`src/rtl/mem_pkg.sv`:
```
`default_nettype none
// ============================================================================
// Module      : mem_pkg
// Description : Shared bus layouts, size encodings and state type for the
//               memory-access pipeline stage.
// Revision    : 1.0 - initial release
// ============================================================================
package mem_pkg;

  // Pipeline bus widths
  localparam int EM_W = 107;
  localparam int MW_W = 70;

  // EXE/MEM bus field positions
  localparam int EM_WEN       = 106;
  localparam int EM_WDEST_LSB = 101;
  localparam int EM_LD        = 100;
  localparam int EM_ST        = 99;
  localparam int EM_SIZE_LSB  = 97;
  localparam int EM_SGN       = 96;
  localparam int EM_SD_LSB    = 64;
  localparam int EM_ALU_LSB   = 32;
  localparam int EM_PC_LSB    = 0;

  // Access size encodings (2'b11 behaves as a word)
  localparam logic [1:0] SZ_BYTE = 2'b00;
  localparam logic [1:0] SZ_HALF = 2'b01;
  localparam logic [1:0] SZ_WORD = 2'b10;

  typedef enum logic [1:0] {
    ST_IDLE   = 2'd0,
    ST_ACCESS = 2'd1,
    ST_HOLD   = 2'd2
  } mem_state_e;

  // Assemble a MEM/WB bus word
  function automatic logic [MW_W-1:0] pack_wb(input logic        wen,
                                              input logic [4:0]  wdest,
                                              input logic [31:0] result,
                                              input logic [31:0] pc);
    return {wen, wdest, result, pc};
  endfunction

endpackage
`default_nettype wire

```
`src/rtl/mem_align.sv`:
```
`default_nettype none
// ============================================================================
// Module      : mem_align
// Description : Byte-lane helper: store enables/replication, load lane
//               extraction with sign/zero extension, misalignment detect.
// Revision    : 1.0 - initial release
// ============================================================================
module mem_align
  import mem_pkg::*;
(
  input  logic [1:0]  addr_lo_i,
  input  logic [1:0]  size_i,
  input  logic        sgn_i,
  input  logic [31:0] sd_i,
  input  logic [31:0] rdata_i,
  output logic [3:0]  we_o,
  output logic [31:0] wdata_o,
  output logic [31:0] ldata_o,
  output logic        misalign_o
);

  logic [7:0]  w_byte;
  logic [15:0] w_half;

  // Store lane enables, data replication and alignment check
  always_comb begin
    we_o       = 4'b1111;
    wdata_o    = sd_i;
    misalign_o = (addr_lo_i != 2'b00);
    case (size_i)
      SZ_BYTE: begin
        we_o       = 4'b0001 << addr_lo_i;
        wdata_o    = {4{sd_i[7:0]}};
        misalign_o = 1'b0;
      end
      SZ_HALF: begin
        we_o       = addr_lo_i[1] ? 4'b1100 : 4'b0011;
        wdata_o    = {2{sd_i[15:0]}};
        misalign_o = addr_lo_i[0];
      end
      SZ_WORD, 2'b11: begin
        we_o       = 4'b1111;
        wdata_o    = sd_i;
        misalign_o = (addr_lo_i != 2'b00);
      end
    endcase
  end

  // Load lane selection and extension
  always_comb begin
    case (addr_lo_i)
      2'd0:    w_byte = rdata_i[7:0];
      2'd1:    w_byte = rdata_i[15:8];
      2'd2:    w_byte = rdata_i[23:16];
      default: w_byte = rdata_i[31:24];
    endcase
    w_half = addr_lo_i[1] ? rdata_i[31:16] : rdata_i[15:0];
    case (size_i)
      SZ_BYTE: ldata_o = {{24{sgn_i & w_byte[7]}}, w_byte};
      SZ_HALF: ldata_o = {{16{sgn_i & w_half[15]}}, w_half};
      default: ldata_o = rdata_i;
    endcase
  end

endmodule
`default_nettype wire

```
`src/rtl/mem_stage.sv`:
```
`default_nettype none
// ============================================================================
// Module      : mem_stage
// Description : Memory-access pipeline stage. Issues load/store requests on a
//               req/ack data-memory port with access timeout, and presents a
//               registered MEM/WB bus to writeback.
// Revision    : 1.0 - initial release
// ============================================================================
module mem_stage
  import mem_pkg::*;
#(
  parameter int TIMEOUT = 16,
  parameter int CNT_W   = 5
) (
  input  logic            clk,
  input  logic            resetn,
  input  logic            EXE_valid,
  input  logic [EM_W-1:0] EXE_MEM_bus_r,
  output logic            MEM_allow_in,
  output logic            dm_req,
  output logic [3:0]      dm_we,
  output logic [31:0]     dm_addr,
  output logic [31:0]     dm_wdata,
  input  logic            dm_ack,
  input  logic [31:0]     dm_rdata,
  input  logic            WB_allow_in,
  output logic            WB_valid,
  output logic [MW_W-1:0] MEM_WB_bus_r,
  output logic [4:0]      mem_wdest,
  output logic            mem_exc
);

  localparam logic [CNT_W-1:0] CNT_LIMIT = CNT_W'(TIMEOUT - 1);

  mem_state_e       state_q, state_d;
  logic             wen_q, wen_d;
  logic [4:0]       wdest_q, wdest_d;
  logic             ld_q, ld_d;
  logic [1:0]       size_q, size_d;
  logic             sgn_q, sgn_d;
  logic [31:0]      addr_q, addr_d;
  logic [31:0]      pc_q, pc_d;
  logic [CNT_W-1:0] cnt_q, cnt_d;
  logic             dm_req_q, dm_req_d;
  logic [3:0]       dm_we_q, dm_we_d;
  logic [31:0]      dm_wdata_q, dm_wdata_d;
  logic [MW_W-1:0]  hold_q, hold_d;
  logic             wb_valid_q, wb_valid_d;
  logic [MW_W-1:0]  wb_bus_q, wb_bus_d;
  logic             exc_q, exc_d;

  // Incoming instruction fields
  logic        w_in_wen, w_in_ld, w_in_st, w_in_sgn;
  logic [4:0]  w_in_wdest;
  logic [1:0]  w_in_size;
  logic [31:0] w_in_sd, w_in_alu, w_in_pc;

  assign w_in_wen   = EXE_MEM_bus_r[EM_WEN];
  assign w_in_wdest = EXE_MEM_bus_r[EM_WDEST_LSB +: 5];
  assign w_in_ld    = EXE_MEM_bus_r[EM_LD];
  assign w_in_st    = EXE_MEM_bus_r[EM_ST];
  assign w_in_size  = EXE_MEM_bus_r[EM_SIZE_LSB +: 2];
  assign w_in_sgn   = EXE_MEM_bus_r[EM_SGN];
  assign w_in_sd    = EXE_MEM_bus_r[EM_SD_LSB +: 32];
  assign w_in_alu   = EXE_MEM_bus_r[EM_ALU_LSB +: 32];
  assign w_in_pc    = EXE_MEM_bus_r[EM_PC_LSB +: 32];

  logic w_slot_free, w_accept;
  assign w_slot_free  = !wb_valid_q || WB_allow_in;
  assign MEM_allow_in = (state_q == ST_IDLE) && w_slot_free;
  assign w_accept     = EXE_valid && MEM_allow_in;

  // The lane helper looks at the incoming instruction while idle (to check
  // alignment and build store lanes) and at the latched access otherwise
  // (to extract load data when the ack arrives).
  logic [1:0]  w_a_addr, w_a_size;
  logic        w_a_sgn, w_misalign;
  logic [3:0]  w_we;
  logic [31:0] w_wdata, w_ldata;

  assign w_a_addr = (state_q == ST_IDLE) ? w_in_alu[1:0] : addr_q[1:0];
  assign w_a_size = (state_q == ST_IDLE) ? w_in_size     : size_q;
  assign w_a_sgn  = (state_q == ST_IDLE) ? w_in_sgn      : sgn_q;

  mem_align u_align (
    .addr_lo_i  (w_a_addr),
    .size_i     (w_a_size),
    .sgn_i      (w_a_sgn),
    .sd_i       (w_in_sd),
    .rdata_i    (dm_rdata),
    .we_o       (w_we),
    .wdata_o    (w_wdata),
    .ldata_o    (w_ldata),
    .misalign_o (w_misalign)
  );

  logic            w_wr;
  logic [MW_W-1:0] w_wr_bus, w_res;

  // Next-state, access sequencing and output-slot write selection
  always_comb begin
    state_d    = state_q;
    wen_d      = wen_q;
    wdest_d    = wdest_q;
    ld_d       = ld_q;
    size_d     = size_q;
    sgn_d      = sgn_q;
    addr_d     = addr_q;
    pc_d       = pc_q;
    cnt_d      = cnt_q;
    dm_req_d   = dm_req_q;
    dm_we_d    = dm_we_q;
    dm_wdata_d = dm_wdata_q;
    hold_d     = hold_q;
    exc_d      = 1'b0;
    w_wr       = 1'b0;
    w_wr_bus   = '0;
    w_res      = '0;

    case (state_q)
      ST_IDLE: begin
        if (w_accept) begin
          if (!w_in_ld && !w_in_st) begin
            w_wr     = 1'b1;
            w_wr_bus = pack_wb(w_in_wen, w_in_wdest, w_in_alu, w_in_pc);
          end else if (w_misalign) begin
            w_wr     = 1'b1;
            w_wr_bus = pack_wb(1'b0, w_in_wdest, w_in_alu, w_in_pc);
            exc_d    = 1'b1;
          end else begin
            wen_d      = w_in_wen;
            wdest_d    = w_in_wdest;
            ld_d       = w_in_ld;
            size_d     = w_in_size;
            sgn_d      = w_in_sgn;
            addr_d     = w_in_alu;
            pc_d       = w_in_pc;
            cnt_d      = '0;
            dm_req_d   = 1'b1;
            dm_we_d    = w_in_ld ? 4'b0000 : w_we;
            dm_wdata_d = w_wdata;
            state_d    = ST_ACCESS;
          end
        end
      end
      ST_ACCESS: begin
        // An ack on the timeout cycle still completes the access normally
        if (dm_ack || (cnt_q == CNT_LIMIT)) begin
          dm_req_d = 1'b0;
          dm_we_d  = 4'b0000;
          if (dm_ack) begin
            w_res = ld_q ? pack_wb(wen_q, wdest_q, w_ldata, pc_q)
                         : pack_wb(1'b0, wdest_q, addr_q, pc_q);
          end else begin
            w_res = pack_wb(1'b0, wdest_q, addr_q, pc_q);
            exc_d = 1'b1;
          end
          if (w_slot_free) begin
            w_wr     = 1'b1;
            w_wr_bus = w_res;
            state_d  = ST_IDLE;
          end else begin
            hold_d  = w_res;
            state_d = ST_HOLD;
          end
        end else begin
          cnt_d = cnt_q + 1'b1;
        end
      end
      ST_HOLD: begin
        if (w_slot_free) begin
          w_wr     = 1'b1;
          w_wr_bus = hold_q;
          state_d  = ST_IDLE;
        end
      end
      default: state_d = ST_IDLE;
    endcase

    wb_valid_d = w_wr || (wb_valid_q && !WB_allow_in);
    wb_bus_d   = w_wr ? w_wr_bus : wb_bus_q;
  end

  // State and datapath registers
  always_ff @(posedge clk or negedge resetn) begin
    if (!resetn) begin
      state_q    <= ST_IDLE;
      wen_q      <= 1'b0;
      wdest_q    <= 5'd0;
      ld_q       <= 1'b0;
      size_q     <= 2'b00;
      sgn_q      <= 1'b0;
      addr_q     <= 32'd0;
      pc_q       <= 32'd0;
      cnt_q      <= '0;
      dm_req_q   <= 1'b0;
      dm_we_q    <= 4'b0000;
      dm_wdata_q <= 32'd0;
      hold_q     <= '0;
      wb_valid_q <= 1'b0;
      wb_bus_q   <= '0;
      exc_q      <= 1'b0;
    end else begin
      state_q    <= state_d;
      wen_q      <= wen_d;
      wdest_q    <= wdest_d;
      ld_q       <= ld_d;
      size_q     <= size_d;
      sgn_q      <= sgn_d;
      addr_q     <= addr_d;
      pc_q       <= pc_d;
      cnt_q      <= cnt_d;
      dm_req_q   <= dm_req_d;
      dm_we_q    <= dm_we_d;
      dm_wdata_q <= dm_wdata_d;
      hold_q     <= hold_d;
      wb_valid_q <= wb_valid_d;
      wb_bus_q   <= wb_bus_d;
      exc_q      <= exc_d;
    end
  end

  assign dm_req       = dm_req_q;
  assign dm_we        = dm_we_q;
  assign dm_addr      = {addr_q[31:2], 2'b00};
  assign dm_wdata     = dm_wdata_q;
  assign WB_valid     = wb_valid_q;
  assign MEM_WB_bus_r = wb_bus_q;
  assign mem_exc      = exc_q;
  assign mem_wdest    = ((state_q != ST_IDLE) && wen_q) ? wdest_q : 5'd0;

endmodule
`default_nettype wire

```
`config.mk`:
```
export PLATFORM = sky130hd
export DESIGN_NAME = mem_stage
export DESIGN_NICKNAME = d
export VERILOG_FILES = /design/src/rtl/mem_pkg.sv /design/src/rtl/mem_align.sv /design/src/rtl/mem_stage.sv
export SDC_FILE = /design/constraint.sdc
export NUM_CORES = 1
export LEC_CHECK = 0
export ABC_AREA = 1
export ABC_CLOCK_PERIOD_IN_PS = 4700
export CORE_AREA = 2 2 198 200
export CTS_CLUSTER_DIAMETER = 200
export DETAILED_ROUTE_END_ITERATION = 8
export DIE_AREA = 0 0 200 202
export PLACE_DENSITY = 0.64
export SYNTH_ARGS = -nofsm -noshare
export SYNTH_HDL_FRONTEND = slang
export SYNTH_SLANG_ARGS = --single-unit
```
`constraint.sdc`:
```
create_clock -name clk -period 4.7 [get_ports clk]
set_input_delay 0.47 -clock clk [delete_from_list [all_inputs] [get_ports clk]]
set_output_delay 0.47 -clock clk [all_outputs]
set_load 0.02 [all_outputs]
```
==> run_results.csv <==
group,metric,value,unit
run,maxCapViolCount,0,
sta,worst_pin_slew,1213,ps
cts,cts_root_buf,"clkbuf_16",
outcome,outcome,"finished, violations left",
synthesis,yosys.area.top_type,"dfrtp_1",
synthesis,synth_edf_count,0,
route,routed_wirelength,41600,µm
synthesis,avgSynthCellArea,8.145,µm²
cells_and_area,final_nets,1896,
synthesis,yosysSeqAreaShare,52.17,%
cts,cts_sinks,260,
synthesis,ys_ff_latch,260,
cts,tritoncts,"done",
global_route,track_usage,20.60,%
global_route,overflow,0,
sta,fmax,282.6,MHz
setup_path,cp.arrival,3920,ps
sta,fin_tns_setup,0,ps
cells_and_area,multi_input_area,4882,µm²
route,postRouteAntennaNets,0,
synthesis,synthArstFlopShare,100.0,%
cells_and_area,drive_gt1_share,6.990,%
outcome,violations,"negative hold slack",
route,num_vias,11280,
sta,clock-skew-final,17.67,ps
setup_path,end_kind,"flop",
die,start_util,32.57,%
synthesis,yosys_warnings,0,
min_path,min_path_type,"primary input to asynchronous set/reset pin",
cts,post_cts_buffers,0,
sta,setup_viol,0,
global_route,grt_pass1_wl,64720,µm
synthesis,syn_area,12470,µm²
route,drcViolationCount,0,
die,rows,72,
sta,hold_ws,-19.07,ps
cells_and_area,ff_latch_area,6506,µm²
die,io-pin-count,291,
cts,cts.repair.resized,0,
pwr,ir_drop,0.0003816,V
route,drt-initial-drc-count,766,
setup_path,critical_path_class,"flop to flop",
die,coreArea,38290,µm²
cells_and_area,fillCellCount,3770,
cts,cts_buffer_depth,3,
cells_and_area,final_util,43.23,%
cts,worstSkewPairLatency,560,ps
die,die_area,40400,µm²
setup_path,rrSetupSlack,1160,ps
cts,numCtsBuffers,30,
global_route,antenna_found_initial,5,
cells_and_area,area_growth,32.71,%
placement,place_hpwl,27440,µm
sta,post-route-min-period,3538,ps
route,wire_per_inst,18.12,µm
synthesis,ys_types,37,
setup_path,cp-start-kind,"flop",
sta,hold_viol,20,
sta,relSlewSlack,19.16,%
die,dieHeight,202,µm
synthesis,synth_top_area_share,52.17,%
synthesis,synth.area.top_cells,"dfrtp_1, nand2_1, o21ai_0",
synthesis,syn-instance-count,1531,
cts,htreeDepth,1,
die,dieWidth,200,µm
setup_path,required,5080,ps
sta,maxSlewViolCount,0,
placement,port_buffers,288,
sta,finalWorstSetupSlack,1162,ps
pwr,power_leakage,7.694,nW
placement,dp_slack,1120,ps
sta,post-route-period-util,75.28,%
cts,hold_buffers,0,
route,firstDrtPassIters,5,
synthesis,ys.flop_type,"dfrtp_1",
pwr,power.density,682.2,nW/µm²
cts,clk_pin_slew,60,ps
placement,gp_congestion,0.8534,
global_route,grt_max_degree,100,
setup_path,worst-path-max-fanout,88,
sta,rsz0062_at_grt,"no",
route,via_per_inst,4.913,
global_route,grt_pass1_vias,11340,
area by class of cell:
class | instances | share of cell area (%)
well taps | 518 | 3.916
repair buffers | 300 | 18.07
multi-input cells | 1035 | 29.50
clock inverters | 14 | 1.157
clock buffers | 42 | 5.179
flip-flops and latches | 260 | 39.31
inverters | 123 | 2.805
diodes | 4 | 0.06048
cells in the mapped netlist (25+ instances only):
| cell type | number |
|---|---|
| a22oi_1 | 36 |
| buf_2 | 25 |
| buf_4 | 39 |
| clkbuf_1 | 39 |
| dfrtp_1 | 260 |
| inv_1 | 115 |
| nand2_1 | 538 |
| nand3_1 | 69 |
| nand4_1 | 30 |
| nor2_1 | 84 |
| o211ai_1 | 35 |
| o21ai_0 | 99 |
worst paths after layout:
check                                start    endpoint  depth (start not counted)
worst max-delay path            state_q[1]  wdest_q[2]                         10
min in group clk                hold_q[10]  hold_q[10]                          2
worst min register to register  hold_q[10]  hold_q[10]                          2
worst min-delay path                resetn  addr_q[21]                          1
max in group asynchronous           resetn  hold_q[27]                          2
worst max register to register  state_q[1]  wdest_q[2]                         10
per-layer routing:
layer / up-vias / global-route usage [%] / share of wire [%]
met5: - / 0 / 0.031
met4: 2 / 8.069 / 3.9
met3: 95 / 3.704 / 7.1
met2: 434 / 32.55 / 46
met1: 5383 / 28.01 / 43
li1: 5367 / - / -
power breakdown:
group | internal [W] | total [W] | switching (W)
clock | 0.00149 | 0.00247 | 0.000973
combinational | 0.00196 | 0.00485 | 0.00288
sequential | 0.00329 | 0.00398 | 0.000691
total | 0.00674 | 0.0113 | 0.00455
placed cells by master (no fill, tap or decap), types with 3 or more instances in the layout:
master and instances:
clkinv_2 3, nand3_1 69, dfrtp_1 260, a21oi_1 24, clkdlybuf4s50_1 287, clkbuf_1 7
o21ai_0 99, o21ai_2 3, nor3_1 4, or2_2 14, nand2_1 538, a21oi_2 9
a31oi_1 17, inv_2 7, o31ai_1 4, buf_4 11, clkbuf_16 31, nand3_4 3
clkinvlp_4 4, nand4_1 30, inv_1 115, a22oi_1 36, clkbuf_8 4, diode_2 4
o21ai_1 16, bufinv_16 4, nor2_1 82, o22ai_1 5, clkinv_4 3, o21a_1 16
o211ai_1 35, nand2_2 18
registers in the layout, summed over array words and instances (netlist names), 2 cells and up:
name,count
hold_q,70
MEM_WB_bus_r,70
wdest_q,5
cnt_q,5
dm_we,4
state_q,2
pc_q,32
addr_q,32
dm_wdata,32
size_q,2
metrics by stage:
stage	power [W]	area (µm²)	cells	hold slack, ps
final	0.01129	16550	2296	-19.07
after global routing	0.01206	16550	2295	42.93
after CTS	0.01140	16540	2292	1.189
after detailed placement	0.008879	15490	2236	459.2
after global placement	0.008783	15490	2236	453.3
after floorplan	0.006924	12470	1532	174.4
cell families (layout without fill, tap and decap cells):
kind of cell / after synthesis / after routing / share of synthesized area (%)
DFF: 260 / 260 / 52.17
AOI/OAI and AO/OA: 267 / 267 / 13.27
adders and majority gates: 2 / 2 / 0.2006
and+or+nand+nor: 764 / 764 / 25.43
buffers and inverters: 237 / 479 / 8.889
other: 1 / 6 / 0.03007
worst max-delay path, cell delays in order, from the launching register on:
cell     delay (ps)
dfrtp_1         420
nor2_2          510
nand2_1         100
nand2_1         320
nor2_1          130
inv_2            80
nand2_2         120
nand3_4          90
buf_4           550
buf_4           790
o21ai_0         210
Note: power is estimated with default switching activity, not from simulation.
